[config.mk]
export PLATFORM = sky130hd
export DESIGN_NAME = bip_ctrl
export DESIGN_NICKNAME = d
export VERILOG_FILES = /design/src/rtl/bip_pkg.sv /design/src/rtl/bip_decoder.sv /design/src/rtl/bip_ctrl.sv
export SDC_FILE = /design/constraint.sdc
export NUM_CORES = 1
export LEC_CHECK = 0
export CAP_MARGIN = 20
export CORE_MARGIN = 5
export CORE_UTILIZATION = 45
export DETAILED_ROUTE_END_ITERATION = 7
export PLACE_DENSITY = 0.87
export SLEW_MARGIN = 40
export SYNTH_ARGS = -nofsm -noshare
export SYNTH_HDL_FRONTEND = slang
export SYNTH_SLANG_ARGS = --single-unit
export TNS_END_PERCENT = 5
[constraint.sdc]
create_clock -name clk_i -period 2.6 [get_ports clk_i]
set_input_delay 0.26 -clock clk_i [delete_from_list [all_inputs] [get_ports clk_i]]
set_output_delay 0.26 -clock clk_i [all_outputs]
set_load 0.005 [all_outputs]
[src/rtl/bip_pkg.sv]
// Shared types and widths for the BIP-I control unit.
package bip_pkg;

    localparam int unsigned BIP_DATA_W = 16;
    localparam int unsigned BIP_ADDR_W = 11;
    localparam int unsigned BIP_OPC_W  = 5;

    typedef enum logic [BIP_OPC_W-1:0] {
        OP_HLT  = 5'b00000,
        OP_STO  = 5'b00001,
        OP_LD   = 5'b00010,
        OP_LDI  = 5'b00011,
        OP_ADD  = 5'b00100,
        OP_ADDI = 5'b00101,
        OP_SUB  = 5'b00110,
        OP_SUBI = 5'b00111
    } opcode_e;

    typedef enum logic [2:0] {
        ST_FETCH,
        ST_DECODE,
        ST_EXEC,
        ST_MEM,
        ST_HALT
    } state_e;

    typedef enum logic [1:0] {
        ALU_PASS = 2'b00,
        ALU_ADD  = 2'b01,
        ALU_SUB  = 2'b10
    } alu_op_e;

    typedef struct packed {
        logic    imem_rd;
        logic    dmem_rd;
        logic    dmem_wr;
        logic    src_sel;
        alu_op_e alu_op;
        logic    wracc;
        logic    halted;
        logic    illegal;
    } strobe_t;

    // ALU operation implied by an accumulator-writing opcode.
    function automatic alu_op_e op_alu(input logic [BIP_OPC_W-1:0] opc);
        case (opc)
            OP_ADD, OP_ADDI: op_alu = ALU_ADD;
            OP_SUB, OP_SUBI: op_alu = ALU_SUB;
            default:         op_alu = ALU_PASS;
        endcase
    endfunction

endpackage

[src/rtl/bip_decoder.sv]
// Combinational strobe decode from FSM state and the IR opcode.
module bip_decoder
    import bip_pkg::*;
(
    input  state_e                 state_i,
    input  logic [BIP_OPC_W-1:0]   opc_i,
    output strobe_t                strb_c_o
);

    always_comb begin
        strb_c_o = '0;
        case (state_i)
            ST_FETCH: strb_c_o.imem_rd = 1'b1;
            ST_EXEC: begin
                case (opc_i)
                    OP_LDI, OP_ADDI, OP_SUBI: begin
                        strb_c_o.src_sel = 1'b1;
                        strb_c_o.alu_op  = op_alu(opc_i);
                        strb_c_o.wracc   = 1'b1;
                    end
                    OP_STO:              strb_c_o.dmem_wr = 1'b1;
                    OP_LD, OP_ADD, OP_SUB: strb_c_o.dmem_rd = 1'b1;
                    OP_HLT:              ;
                    default:             strb_c_o.illegal = 1'b1;
                endcase
            end
            // Memory operand arrives this cycle; ALU B comes from dmem.
            ST_MEM: begin
                strb_c_o.alu_op = op_alu(opc_i);
                strb_c_o.wracc  = 1'b1;
            end
            ST_HALT:  strb_c_o.halted = 1'b1;
            default:  ;
        endcase
    end

endmodule

[src/rtl/bip_ctrl.sv]
// BIP-I multi-cycle control unit: PC, IR and sequencing FSM.
module bip_ctrl
    import bip_pkg::*;
#(
    parameter int unsigned DATA_W = BIP_DATA_W,
    parameter int unsigned ADDR_W = BIP_ADDR_W,
    parameter int unsigned OPC_W  = BIP_OPC_W,
    parameter int unsigned RST_PC = 0
) (
    input  logic              clk_i,
    input  logic              rst_ni,
    output logic [ADDR_W-1:0] imem_addr_o,
    output logic              imem_rd_o,
    input  logic [DATA_W-1:0] instr_i,
    output logic [ADDR_W-1:0] dmem_addr_o,
    output logic              dmem_rd_o,
    output logic              dmem_wr_o,
    output logic [DATA_W-1:0] imm_o,
    output logic              src_sel_o,
    output logic [1:0]        alu_op_o,
    output logic              wracc_o,
    output logic              halted_o,
    output logic              illegal_o
);

    localparam logic [ADDR_W-1:0] RST_PC_V = ADDR_W'(RST_PC);

    state_e             state_q, state_d;
    logic [ADDR_W-1:0]  pc_q, pc_d;
    logic [DATA_W-1:0]  ir_q, ir_d;
    logic [OPC_W-1:0]   opc;
    strobe_t            strb;

    assign opc = ir_q[DATA_W-1 -: OPC_W];

    always_ff @(posedge clk_i or negedge rst_ni) begin
        if (!rst_ni) begin
            state_q <= ST_FETCH;
            pc_q    <= RST_PC_V;
            ir_q    <= '0;
        end else begin
            state_q <= state_d;
            pc_q    <= pc_d;
            ir_q    <= ir_d;
        end
    end

    // Next-state sequencing; the PC wraps naturally at 2^ADDR_W.
    always_comb begin
        state_d = state_q;
        pc_d    = pc_q;
        ir_d    = ir_q;
        case (state_q)
            ST_FETCH:  state_d = ST_DECODE;
            ST_DECODE: begin
                ir_d    = instr_i;
                pc_d    = pc_q + ADDR_W'(1);
                state_d = ST_EXEC;
            end
            ST_EXEC: begin
                case (opc)
                    OP_HLT:                state_d = ST_HALT;
                    OP_LD, OP_ADD, OP_SUB: state_d = ST_MEM;
                    default:               state_d = ST_FETCH;
                endcase
            end
            ST_MEM:    state_d = ST_FETCH;
            ST_HALT:   state_d = ST_HALT;
            default:   state_d = ST_FETCH;
        endcase
    end

    bip_decoder u_dec (
        .state_i  (state_q),
        .opc_i    (opc),
        .strb_c_o (strb)
    );

    assign imem_addr_o = pc_q;
    assign dmem_addr_o = ir_q[ADDR_W-1:0];
    assign imm_o       = {{(DATA_W-ADDR_W){ir_q[ADDR_W-1]}}, ir_q[ADDR_W-1:0]};
    assign imem_rd_o   = strb.imem_rd;
    assign dmem_rd_o   = strb.dmem_rd;
    assign dmem_wr_o   = strb.dmem_wr;
    assign src_sel_o   = strb.src_sel;
    assign alu_op_o    = strb.alu_op;
    assign wracc_o     = strb.wracc;
    assign halted_o    = strb.halted;
    assign illegal_o   = strb.illegal;

endmodule
======== Word level (Yosys, flattened, before mapping) ========
Cells that the tools add are included.
storage, ports and cells
  register bits ........................... 30
operators by class
  $add $sub $neg .......................... 1
  equality and inequality tests ........... 11
  multiplexer cells ....................... 12
  reduce and logical (&&, ||, !) cells .... 7
operator list
  cell                                                 number
  equality test 5 x 3 -> 1 bit, second input constant  4
  one-hot mux 3 bit (2 select lines)                   2
  one-hot mux 3 bit (4 select lines)                   1
  adder 11 x 1 -> 11 bit, second input constant        1
  equality test 5 x 2 -> 1 bit, second input constant  2
  OR reduction 8 bit                                   1
  equality test 3 x 2 -> 1 bit, second input constant  2
  two-way mux 1 bit                                    6
  OR reduction 3 bit                                   2
  equality test 5 x 1 -> 1 bit, second input constant  1
  logical NOT 5 bit                                    1
  two-way mux 4 bit                                    1
  one-hot mux 2 bit (2 select lines)                   1
  OR reduction 2 bit                                   2
  equality test 3 x 1 -> 1 bit, second input constant  1
  equality test 3 bit, second input constant           1
  logical NOT 3 bit                                    1
  two-way mux 3 bit                                    1

======== Depth between registers and ports, before layout ========
  depth after elaboration ................. 5
  gate-level depth with buffers ........... 5
  mapped depth without buffers ............ 4

======== Hierarchy ========
From an unflattened synthesis, not the netlist that was laid out.
unflattened totals
  cells, all modules ...................... 133
  area total of the unflattened synthesis .. 1591.5 um^2
by module, submodules not included
  module       times used  cells an instance  area an instance (um^2)  sequential area each (um^2)
  bip_ctrl     1           115                1470.2                   750.7
  bip_decoder  1           18                 121.4                    0.0

======== Worst setup path after synthesis ========
Ideal clock, no wire load.
  kind .................................... register -> register
  start ................................... reg state_q[1]
  end ..................................... reg pc_q[9], in the netlist imem_addr_o[9]
  setup time .............................. 0.079 ns
  arrival time ............................ 1.391 ns
  required time ........................... 2.521 ns
  slack ................................... 1.130 ns
  cell stages (with the launch flop) ...... 5
  clock period less this slack ............ 1.470 ns
  cells stage by stage .................... dfrtp_1 > clkbuf_1 > or3b_4 > nor4_2 > xor2_1
between the ends
  word-level cells in the longest chain between the ends .. 1
RTL lines
  item                          line            source
  from (decl)                   bip_ctrl.sv:28  state_e state_q, state_d;
  from (signal assigned)        bip_ctrl.sv:42  state_q <= state_d;
  equality test 3 x 1 -> 1 bit  bip_ctrl.sv:53  case (state_q)
  to (signal assigned)          bip_ctrl.sv:43  pc_q <= pc_d;
  to (decl)                     bip_ctrl.sv:29  logic [ADDR_W-1:0] pc_q, pc_d;
No other way between the ends.
A chain may end at the register's enable or synchronous reset.

======== Final worst setup path ========
  start ................................... reg state_q[1]
  end ..................................... out alu_op_o[0]
between the ends
  word-level cells in the longest chain between the ends .. 2
RTL lines
  item                                    line               source
  equality test 3 x 2 -> 1 bit            bip_decoder.sv:12  case (state_i)
  one-hot mux 3 bit (2 select lines) (*)  bip_decoder.sv:12
  to (decl)                               bip_ctrl.sv:20     output logic [1:0] alu_op_o,
Every way passes the cells marked *; elsewhere a longest branch is shown, timed or not.

==> flow_metrics.env <==
export IMPL_status="completed"
export IMPL_place_area_sq_mm=0.002026
export IMPL_fmax_mhz=465.2
export IMPL_grt_max_degree=31
export IMPL_fin_crit_sh_pct=82.67
export IMPL_synth_mux_area_share_pct=11.78
export IMPL_drtIter0Drc=25
export IMPL_clk_pin_slew_worst_paths_ps=90
export IMPL_placed_cells=217
export IMPL_cp_data_arrival_time_ps=1890
export IMPL_dp_hpwl_um=2422
export IMPL_p_leak_nw=0.8633
export IMPL_final_area_sq_mm=0.002105
export IMPL_syn_nets=155
export IMPL_synth_seq_area_share_pct=49.10
export IMPL_wl_met3_um=206
export IMPL_peakVddDrop_mv=0.6181
export IMPL_htree_num_levels=2
export IMPL_routed_wirelength_um=3185
export IMPL_die_y_um=68.29
export IMPL_met2_length_um=1693
export IMPL_routedWlPerCell_um=14.16
export IMPL_synth_top_family_by_area="simple AND/OR/NAND/NOR gates"
export IMPL_dr_total_vias=1098
export IMPL_skew_ps=5.222
export IMPL_wl_met1_um=1237
export IMPL_setup_viol=0
export IMPL_cts_buffer_depth=2
export IMPL_finalHoldViolCount=0
export IMPL_worstPathRequired_ps=2340
export IMPL_syn_inst=136
export IMPL_report_final_slew_viol_count=0
export IMPL_cts_made_buffers=5
export IMPL_final_cell_mix="64 x clkdlybuf4s50_1, 30 x dfrtp_1, 16 x mux2_2"
export IMPL_syn_area_per_cell_sq_um=11.24
export IMPL_synth_xor_area_share_pct=5.728
export IMPL_startpoint="state_q[1]"
export IMPL_io_pins=65
export IMPL_firstDrtPassIters=4
export IMPL_fin_cells=225
export IMPL_crit_fanout=11
export IMPL_ant_nets=0
export IMPL_synth_compound_area_share_pct=2.455
export IMPL_syn2layout_area_growth_pct=37.64
export IMPL_cts_repair_resized=0
export IMPL_drc=0
export IMPL_cts_tree="built"
export IMPL_synth_area_sq_mm=0.001529
export IMPL_tns_ps=0
export IMPL_utilization_pct=63.57
export IMPL_finalCriticalPeriod_ps=2149
export IMPL_die_area_sq_mm=0.004664
export IMPL_antenna_found_initial=0
export IMPL_start_util_pct=46.18
export IMPL_layout_commonest_cell="clkdlybuf4s50_1"
export IMPL_slew_headroom_pct=71.72
export IMPL_ys_warn_count=0
export IMPL_via_per_inst=4.880
export IMPL_grt_pass1_wl_um=4912
export IMPL_grt_total_usage_pct=14.44
export IMPL_port_buffers=64
export IMPL_rsz0062_at_grt="false"
export IMPL_topRoutingLayerUsed="met4"
export IMPL_gp_congestion=0.8066
export IMPL_root_buffer="clkbuf_4"
export IMPL_r2r_start="state_q[0]"
export IMPL_fillers=273
export IMPL_power_density_mw_per_mm2=1131
export IMPL_reg2reg_depth=3
export IMPL_die_w_um=68.29
export IMPL_grt_pass1_vias=1056
export IMPL_insertion_delay_ps=310
export IMPL_ys_types=29
export IMPL_drv_cap=0
export IMPL_grt_overflow_total=0
export IMPL_rows=21
export IMPL_tightest_slew_ps=422.7
export IMPL_core_area_sq_mm=0.003311
export IMPL_yosys_area_share_simple_pct=15.14
export IMPL_cts_setup_buffers=0
export IMPL_fin_total_pwr_w=0.002380
export IMPL_holdBufCountCts=0
export IMPL_path_class="reg -> out"
export IMPL_cts_sinks=30
export IMPL_worstSetupStartpointType="register"
export IMPL_ys_seq_elements=30
export IMPL_hp_class="in -> async"
export IMPL_end_kind="output pin"
export IMPL_synth_fa_ha_area_share_pct=0.8183
export IMPL_num_antenna_cells=0
export IMPL_layout_drive_gt1_share_pct=17.32
export IMPL_fin_nets=197
==> cell usage after synthesis (all sizes together) <==
cell      n  area, sq um
buf      30        217.7
dfrtp    30        750.7
mux2     16        180.2
nor2     11        41.29
nand2     5        18.77
xnor2     5        43.79
xor2      5        43.79
nand4     4        25.02
nand3     3        15.01
nor3      3        15.01
nor4      3        31.28
a21oi     2        10.01
inv       2        7.510
nand2b    2        12.51
nor2b     2        12.51
nor3b     2        15.01
a21boi    1        7.510
a31oi     1        6.260
clkbuf    1        3.750
ha        1        12.51
nand3b    1        7.510
nand4b    1        8.760
nand4bb   1        11.26
o2111ai   1        8.760
o21ai     1        5.000
or2       1        6.260
or3b      1        11.26
==> metal layers <==
| layer | up-vias | GRT usage (%) |
|---|---|---|
| met5 | - | 0 |
| met4 | 0 | 6.700 |
| met3 | 5 | 3.941 |
| met2 | 45 | 24.91 |
| met1 | 532 | 16.49 |
| li1 | 516 | - |
==> worst paths after layout <==
check                                  end  slack (ps)
hold / removal              imem_addr_o[3]         320
hold reg to reg            imem_addr_o[10]         480
min in group clk_i         imem_addr_o[10]         480
max in group asynchronous          ir_q[5]        2000
setup / recovery               alu_op_o[0]         450
setup reg to reg                   ir_q[5]         940
==> cell families after synthesis <==
kind of cell | after synthesis
muxes | 16
and+or+nand+nor | 40
adders and majority gates | 1
buffers and inverters | 33
DFF | 30
xor gates and xnor gates | 10
AOI/OAI and AO/OA | 6
==> power breakdown <==
group,switching [W],internal (W),total (W)
combinational,0.000389,0.000786,0.00118
sequential,0.000208,0.000659,0.000867
clock,0.000152,0.000185,0.000337
==> worst max-delay path, stage by stage, from the launching register on <==
cell and delay (ps):
dfrtp_1 530, nor2b_1 260, o2111ai_1 160, nor2_1 120
clkdlybuf4s50_1 510
==> stage by stage <==
stage	worst slack [ps]	hold slack, ps
6_report	450.5	321.8
4_1_cts	434.7	323.7
5_1_grt	286.6	335.8
3_3_place_gp	839.4	454.5
3_5_place_dp	821.4	469.9
2_1_floorplan	1130	-35.59
==> area by class of cell <==
class                   count  area [sq um]  area share (%)
repair buffers             66         655.6           31.15
well taps                  46         57.56           2.735
flip-flops and latches     30         750.7           35.67
clock buffers               8         78.83           3.746
inverters                   2         7.507          0.3567
multi-input cells          73         554.3           26.34
==> registers in the layout (all words and copies together), names as in the netlist <==
name         cells
ir_q            16
imem_addr_o     11
state_q          3
(Power assumes the default switching activity.)
==> variant (same settings) <==
Register the output `illegal_o`; this adds one clock of latency there. The other outputs are not delayed to match.
--- a/src/rtl/bip_ctrl.sv
+++ b/src/rtl/bip_ctrl.sv
@@ -87,5 +87,7 @@
     assign wracc_o     = strb.wracc;
     assign halted_o    = strb.halted;
-    assign illegal_o   = strb.illegal;
+    always_ff @(posedge clk_i) begin
+        illegal_o <= strb.illegal;
+    end
 
 endmodule
Check against the original RTL: not equivalent (Yosys sat finds a counterexample within 4 cycles, from zero or initial values and one cycle with rst_ni low).
==> variant against the original RTL <==
  * Final area increased by 0.95%
  * Sequential power increased by 4.5%
  * Setup slack got worse by 360 ps
  * Sequential share of layout area increased by 0.67 points
  * Wire length decreased by 0.16%
  * Count of clock-buffer cells in the layout unchanged
  * Total power about the same
  * Sequential cell count increased by 1
  * Global-route usage increased by 0.24 points
  * Synthesized area increased by 2.0%
==> variant: results (changes against the original RTL) <==
metric	value	unit	change
status	finished, final reports clean		
achievable-frequency	398	MHz	-14%
largest_reg_flops	16		unchanged
worst_ep_arrival_time	2250	ps	+360 ps
yosys.cell_types.count	32		+10%
initial_antenna_violation_count	0		unchanged
grt_pass1_wl	4990	um	+1.5%
routed_wirelength	3180	um	-0.16%
portbufs	64		unchanged
ys_seq_area_share	49.4	%	+0.30 points
synth_top_cells_by_count	sky130_fd_sc_hd__dfrtp_1, sky130_fd_sc_hd__buf_4, sky130_fd_sc_hd__mux2_2		
p_leak	0.000855	uW	-0.98%
number_of_fillers_in_the_final_layout	277		+1.5%
via_count	1090		-0.73%
crit-reg2reg-capture	state_q[2]$_DFF_PN0_		
cts.htree.levels	2		unchanged
placement.cell_area	2050	um2	+1.4%
synth.top_cells.by_area	sky130_fd_sc_hd__dfrtp_1, sky130_fd_sc_hd__buf_4, sky130_fd_sc_hd__mux2_2		
clock_skew	8.49	ps	+3.27 ps
gpl.final_weighted_congestion	0.898		+11%
grt_start_max_net_pins	31		unchanged
drt_first_iter_violations	15		-40%
path_max_fanout	10		-1
reg2reg_setup_slack	1030	ps	+90 ps
syn_inst	132		-2.9%
max-vdd-ir-drop	0.000550	V	-11%
finish.net_count	193		-2.0%
ys_async_sr_fraction	96.8	%	-3.2 points
worst_hold_path_type	primary input to asynchronous set/reset pin		
slew_headroom	75.7	%	+4.0 points
syn-num-nets	151		-2.6%
antennaDiodeCount	0		unchanged
dp_hpwl	2430	um	+0.11%
wire_per_inst	14.4	um	+1.7%
cts_setup_buffers	0		unchanged
dpl.cell_count	213		-1.8%
clkLatencyLatePin	330	ps	+20 ps
drive_gt1_share	18.9	%	+1.5 points
gr-usage-all-layers	14.7	%	+0.24 points
[variant: cell types whose count changed in the layout (fill, tap and decap cells not counted), sizes merged, moves of 2 or more]
| cell | before | now |
|---|---|---|
| nand2b | 2 | 0 |
| and4bb | 0 | 2 |
| nor2 | 11 | 7 |
| nor4 | 3 | 1 |
| xnor2 | 5 | 8 |
| and3 | 0 | 3 |
| a21oi | 2 | 0 |
| xor2 | 5 | 2 |
| nand2 | 5 | 1 |
[variant: report_power, final]
group	switching, uW	total, uW	internal (uW)
clock	155	314	159
combinational	364	1160	797
sequential	225	906	681
total	744	2380	1640
[variant: layout make-up]
type / instances / area [um2] / share of cell area (%)
Sequential cell: 31 / 772 / 36.3
Timing Repair Buffer: 67 / 663 / 31.2
Multi-Input combinational cell: 67 / 556 / 26.1
Clock buffer: 8 / 68.8 / 3.24
Tap cell: 46 / 57.6 / 2.71
Inverter: 2 / 7.51 / 0.353
[variant: how the worst min path moves through the flow]
stage / from / endpoint / slack, ps
2_1_floorplan: rst_ni / imem_addr_o[0]$_DFFE_PN0P_ / -40
5_1_grt: rst_ni / ir_q[5]$_DFFE_PN0P_ / 340
3_3_place_gp: imem_addr_o[10]$_DFFE_PN0P_ / imem_addr_o[10]$_DFFE_PN0P_ / 470
3_5_place_dp: imem_addr_o[10]$_DFFE_PN0P_ / imem_addr_o[10]$_DFFE_PN0P_ / 470
6_report: rst_ni / imem_addr_o[8]$_DFFE_PN0P_ / 310
4_1_cts: rst_ni / imem_addr_o[8]$_DFFE_PN0P_ / 320
[variant: logic make-up (layout without fill, tap and decap cells)]
family / after synthesis / in the layout / share of synthesized area [%]
flip-flops: 31 / 31 / 49.4
AO/OA/AOI/OAI: 4 / 4 / 2.09
multiplexers: 17 / 17 / 12.3
AND/OR/NAND/NOR: 35 / 35 / 14.4
XOR/XNOR: 10 / 10 / 5.61
buffers and inverters: 34 / 77 / 15.4
adder cells (fa/ha/maj): 1 / 1 / 0.802
[variant: routing by layer]
layer / part of all wire, % / routed length [um] / global-route usage (%) / up-vias
met1: 39 / 1240 / 16.7 / 516
met2: 49 / 1570 / 24.3 / 55
met4: 0.79 / 25 / 4.38 / 0
li1: - / - / - / 515
met3: 11 / 349 / 7.29 / 4
met5: 0 / 0 / 0 / -
[variant: per-stage QoR]
stage	utilization (%)	setup slack, ps
3_3_place_gp	61.6	527
5_1_grt	63.7	0.524
3_5_place_dp	61.6	439
4_1_cts	63.6	75.8
2_1_floorplan	-	1030
6_report	63.7	87.6
[variant: worst max-delay path: stages, from the launching register on]
cell and delay [ps]:
sky130_fd_sc_hd__dfrtp_1 540, sky130_fd_sc_hd__or4b_4 540, sky130_fd_sc_hd__nor4b_1 280, sky130_fd_sc_hd__clkdlybuf4s50_1 580
